### src/rtl/apb_fll_ctrl.sv
// APB-to-FLL configuration bridge: decodes APB accesses into a 4-phase
// req/ack handshake towards one of NR_FLLS FLL macros. It also exposes the
// synchronised lock status and a sticky lock-loss register.
module apb_fll_ctrl #(
  parameter int APB_ADDR_WIDTH = 12,
  parameter int NR_FLLS        = 4,
  parameter int SYNC_STAGES    = 2,
  parameter int TIMEOUT_CYCLES = 256
) (
  input  logic                      clk_i,
  input  logic                      rst_i,
  input  logic                      psel_i,
  input  logic                      penable_i,
  input  logic                      pwrite_i,
  input  logic [APB_ADDR_WIDTH-1:0] paddr_i,
  input  logic [31:0]               pwdata_i,
  output logic                      pready_o,
  output logic [31:0]               prdata_o,
  output logic                      pslverr_o,
  output logic [NR_FLLS-1:0]        fll_req_o,
  output logic                      fll_wrn_o,
  output logic [1:0]                fll_addr_o,
  output logic [31:0]               fll_wdata_o,
  input  logic [NR_FLLS*32-1:0]     fll_rdata_i,
  input  logic [NR_FLLS-1:0]        fll_ack_i,
  input  logic [NR_FLLS-1:0]        fll_lock_i
);

  localparam int SELW = (NR_FLLS > 1) ? $clog2(NR_FLLS) : 1;
  localparam int CNTW = $clog2(TIMEOUT_CYCLES + 1);
  localparam int WW   = APB_ADDR_WIDTH - 2;

  localparam logic [WW-1:0] STATUS_W = {WW{1'b1}};
  localparam logic [WW-1:0] LOSS_W   = {{(WW-1){1'b1}}, 1'b0};

  typedef enum logic [1:0] {
    IDLE,
    REQ,
    RESP,
    RELEASE
  } state_t;

  state_t state;

  logic [SYNC_STAGES-1:0][NR_FLLS-1:0] ack_ff;
  logic [SYNC_STAGES-1:0][NR_FLLS-1:0] lock_ff;
  logic [NR_FLLS-1:0] ack_sync;
  logic [NR_FLLS-1:0] lock_sync;
  logic [NR_FLLS-1:0] lock_q;
  logic [NR_FLLS-1:0] loss_q;
  logic [NR_FLLS-1:0] loss_set;
  logic [NR_FLLS-1:0] loss_clr;

  logic [SELW-1:0] sel_q;
  logic            fll_acc_q;
  logic [CNTW-1:0] cnt;

  logic [WW-1:0]   word;
  logic [SELW-1:0] idx;
  logic            access;
  logic            is_status;
  logic            is_loss;
  logic            in_range;
  logic            unused_addr_bits;

  assign word      = paddr_i[APB_ADDR_WIDTH-1:2];
  assign idx       = paddr_i[4 +: SELW];
  assign access    = psel_i & penable_i;
  assign is_status = (word == STATUS_W);
  assign is_loss   = (word == LOSS_W);
  assign in_range  = (int'(idx) < NR_FLLS);
  assign unused_addr_bits = ^paddr_i[1:0];

  assign ack_sync  = ack_ff[SYNC_STAGES-1];
  assign lock_sync = lock_ff[SYNC_STAGES-1];

  // A falling synchronised lock sets the sticky bit; W1C applies only on the
  // IDLE->RESP edge of a LOCK_LOSS write. OR-ing the set term last lets set win.
  assign loss_set = lock_q & ~lock_sync;
  assign loss_clr = (state == IDLE && access && pwrite_i && is_loss)
                    ? pwdata_i[NR_FLLS-1:0] : '0;

  // Synchronisers for ack/lock, lock edge history and sticky lock-loss register.
  // NOTE: every flop here uses <= so all stages shift on the same edge; a
  // blocking assignment would collapse the synchroniser chain into one flop.
  always_ff @(posedge clk_i) begin
    if (rst_i) begin
      ack_ff  <= '0;
      lock_ff <= '0;
      lock_q  <= '0;
      loss_q  <= '0;
    end else begin
      ack_ff  <= {ack_ff[SYNC_STAGES-2:0], fll_ack_i};
      lock_ff <= {lock_ff[SYNC_STAGES-2:0], fll_lock_i};
      lock_q  <= lock_sync;
      loss_q  <= (loss_q & ~loss_clr) | loss_set;
    end
  end

  // Transaction FSM with registered APB response and FLL-side outputs.
  always_ff @(posedge clk_i) begin
    if (rst_i) begin
      state       <= IDLE;
      fll_req_o   <= '0;
      fll_wrn_o   <= 1'b1;
      fll_addr_o  <= '0;
      fll_wdata_o <= '0;
      pready_o    <= 1'b0;
      prdata_o    <= '0;
      pslverr_o   <= 1'b0;
      sel_q       <= '0;
      fll_acc_q   <= 1'b0;
      cnt         <= '0;
    end else begin
      pready_o <= 1'b0;
      case (state)
        IDLE: begin
          fll_req_o   <= '0;
          fll_wrn_o   <= 1'b1;
          fll_addr_o  <= '0;
          fll_wdata_o <= '0;
          if (access) begin
            if (is_status || is_loss) begin
              prdata_o  <= pwrite_i ? 32'h0
                         : (is_status ? 32'(lock_sync) : 32'(loss_q));
              pslverr_o <= pwrite_i & is_status;
              pready_o  <= 1'b1;
              fll_acc_q <= 1'b0;
              state     <= RESP;
            end else if (!in_range) begin
              prdata_o  <= 32'h0;
              pslverr_o <= 1'b1;
              pready_o  <= 1'b1;
              fll_acc_q <= 1'b0;
              state     <= RESP;
            end else if (!ack_sync[idx]) begin
              // A still-high ack (e.g. late ack after timeout) keeps us here.
              sel_q          <= idx;
              fll_wrn_o      <= ~pwrite_i;
              fll_addr_o     <= paddr_i[3:2];
              fll_wdata_o    <= pwdata_i;
              fll_req_o[idx] <= 1'b1;
              fll_acc_q      <= 1'b1;
              cnt            <= '0;
              state          <= REQ;
            end
          end
        end
        REQ: begin
          cnt <= cnt + CNTW'(1);
          if (ack_sync[sel_q]) begin
            prdata_o  <= fll_rdata_i[32*sel_q +: 32];
            pslverr_o <= 1'b0;
            pready_o  <= 1'b1;
            fll_req_o <= '0;
            state     <= RESP;
          end else if (cnt == CNTW'(TIMEOUT_CYCLES - 1)) begin
            prdata_o  <= 32'h0;
            pslverr_o <= 1'b1;
            pready_o  <= 1'b1;
            fll_req_o <= '0;
            state     <= RESP;
          end
        end
        RESP: begin
          state <= (fll_acc_q && !pslverr_o) ? RELEASE : IDLE;
        end
        RELEASE: begin
          if (!ack_sync[sel_q]) state <= IDLE;
        end
        default: state <= IDLE;
      endcase
    end
  end

endmodule

### config.mk
export PLATFORM = sky130hd
export DESIGN_NAME = apb_fll_ctrl
export DESIGN_NICKNAME = d
export VERILOG_FILES = /design/src/rtl/apb_fll_ctrl.sv
export SDC_FILE = /design/constraint.sdc
export NUM_CORES = 1
export LEC_CHECK = 0
export ABC_AREA = 1
export BUFFER_PORTS_ARGS = -buffer_cell sky130_fd_sc_hd__buf_4
export CORE_MARGIN = 8
export CORE_UTILIZATION = 50
export DETAILED_ROUTE_END_ITERATION = 12
export PLACE_DENSITY = 0.86
export SYNTH_ARGS = -nofsm -noshare
export SYNTH_HDL_FRONTEND = slang
export SYNTH_SLANG_ARGS = --single-unit
### constraint.sdc
create_clock -name clk_i -period 3.8 [get_ports clk_i]
set_input_delay 0.38 -clock clk_i [delete_from_list [all_inputs] [get_ports clk_i]]
set_output_delay 0.38 -clock clk_i [all_outputs]
set_load 0.01 [all_outputs]
==> flow_summary.ini <==
[die]
start_util = 0.508
pin_count = 258
rows = 37
die_y_um = 118
die_w_um = 118
core_area_mm2 = 0.0102
fp.dieArea_mm2 = 0.0139

[run_status]
outcome = finished, final reports clean

[global_routing]
grt_usage = 0.245
grt_pass1_vias = 5557
grt_pass1_wl_um = 28300
antenna_found_initial = 0
overflow = 0
grt_max_degree = 73

[placed_design]
place_area_mm2 = 0.00711
dp_cells = 1115
dp_slack_ps = 1220
portBuffers = 255
gp_congestion = 0.887
dp_hpwl_um = 13200

[drt]
vias_per_cell = 5.20
drt_wl_total_um = 17700
ant_nets = 0
vias = 5877
drcViolationCount = 0
drt_iter0_drc = 420
dr.pass1.iters = 5
avgRoutedWirePerCell_um = 15.6

[critical_path]
cp.arrival_ps = 2820
critPathKind = register to register
crit_required_ps = 4070
endpoint_kind = register
cp-start-kind = register
crit_fanout = 38

[layout]
nNetsFinal = 1177
post_layout_nonfiller_instances = 1131
design_area_mm2 = 0.00731
drive_above_1_share = 0.307
final_core_util = 0.714
syn_to_final_growth_pct = 40.6
antennaDiodeCount = 0

[timing]
slew_headroom = 0.342
whs_ps = 196
slew_viol_final = 0
fin_setup_tns_ps = 0
clock.fmax_mhz = 392
tightest_slew_ps = 986
fin_skew_ps = 17.3
final_hold_viol_count = 0
timing.final.crit_share = 0.672
fin_ws_ps = 1250
setup_viol = 0
grt_setup_unrepaired = no
min_period_ps = 2550

[pwr]
power_mw = 3.11
pwr-share-seq = 0.431
switching_power_mw = 1.17
power.density_mw_per_mm2 = 425
clockPowerShare = 0.223
switching_share = 0.375
internal-power_mw = 1.94
power_frac_comb = 0.346
leakagePower_nw = 3.27
peakVddDrop_mv = 0.293

[synth]
synth.cell_area_mm2 = 0.00520
synthFlopType = dfxtp_1
synth_edf_count = 0
synthDistinctLibCells = 28
yosysSeqAreaShare = 0.427
avgSynthCellArea_um2 = 6.78
synth_nets = 954
syn_inst = 767
yosys_warnings = 0
postSynth.asyncResetShare = 0
ys_seq_elements = 111

[cts]
cts_tree = done
postCtsHoldBufs = 0
clock_latency_ps = 380
cts.path.max_buffers = 2
cts_buffers = 9
cts_resized = 0
h-tree-depth = 3
cts-root-buf = clkbuf_8
clkTransAtPathRegs_ps = 110
post_cts.repair.setup_buffers = 0
cts.sinks = 111

[run]
cap_violations = 0

[worst_hold_path]
worstHoldPathType = primary input to register
synth_stat cells, drive strengths merged, types with 5 or more instances:
library cell	n	area [µm²]
a21oi	81	405
buf	19	113
clkbuf	31	116
dfxtp	111	2220
inv	52	195
nand2	176	693
nand3	59	310
nand4	5	31.3
nor2	114	448
o21ai	75	375
o22ai	33	206
layout by cell type, fill, tap and decap left out:
master / instances
a21oi_1: 81
a22oi_1: 1
a31oi_1: 1
buf_4: 262
clkbuf_8: 9
clkinv_1: 1
clkinv_2: 1
clkinv_4: 1
clkinv_8: 2
dfxtp_1: 110
dfxtp_2: 1
ha_1: 2
inv_1: 48
inv_2: 4
inv_6: 2
inv_8: 1
nand2_1: 163
nand2_2: 13
nand3_1: 56
nand3_2: 3
nand3b_1: 2
nand4_1: 5
nor2_1: 110
nor2_2: 2
nor2_4: 2
nor3_1: 1
o211ai_1: 1
o21ai_0: 72
o21ai_1: 3
o22ai_1: 33
or2_2: 2
registers in the layout (all words and copies together) (netlist names), 2 cells and up:
signal,flops
state,2
cnt,9
prdata_o,32
ack_sync,4
fll_addr_o,2
ack_ff,4
lock_sync,4
lock_q,4
loss_q,4
lock_ff,4
fll_wdata_o,32
sel_q,2
fll_req_o,4
layout make-up:
class	count	area, µm²
Clock buffer	9	124
Clock inverter	7	75.1
Fill cell	853	2920
Inverter	53	199
Multi-Input combinational cell	553	2550
Sequential cell	111	2220
Tap cell	136	170
Timing Repair Buffer	262	1970
worst max-delay path, stage by stage, from the launching register on:
cell and delay (ps):
dfxtp_1 400, ha_1 200, nand4_1 140, nor2_1 120, nand2_1 70, nor2_1 90, ha_1 150, inv_1 50
nand3_2 100, nand3_2 660, o21ai_0 400, nor2_1 60
per-layer routing:
layer,part of all wire,GRT usage,vias to the layer above
li1,-,-,2957
met1,0.42,0.296,2687
met2,0.50,0.426,205
met3,0.056,0.0528,28
met4,0.021,0.0713,0
met5,0,0,-
logic make-up (layout without fill, tap and decap cells):
family                   after synthesis  count (layout)  synth area share
adder cells (fa/ha/maj)                2               2           0.00481
buffers and inverters                103             331            0.0823
AO/OA/AOI/OAI                        192             192             0.194
AND/OR/NAND/NOR                      359             359             0.291
flip-flops                           111             111             0.427
power by group through the flow:
stage	clock (mW)	sequential, mW	combinational [mW]
after global routing	0.750	1.35	1.20
after floorplan	0	1.39	0.663
final	0.693	1.34	1.07
after detailed placement	0	1.37	1.07
after CTS	0.706	1.34	1.07
after global placement	0	1.36	1.06
path summary, 6_finish.rpt:
kind,depth (start not counted),slack (ps),start,endpoint
max,11,1250,cnt[0],pslverr_o
min,3,200,fll_lock_i[3],lock_ff[3]
max reg2reg,11,1250,cnt[0],pslverr_o
min reg2reg,2,410,ack_ff[3],ack_sync[3]
Power figures use the tool's default switching activity.
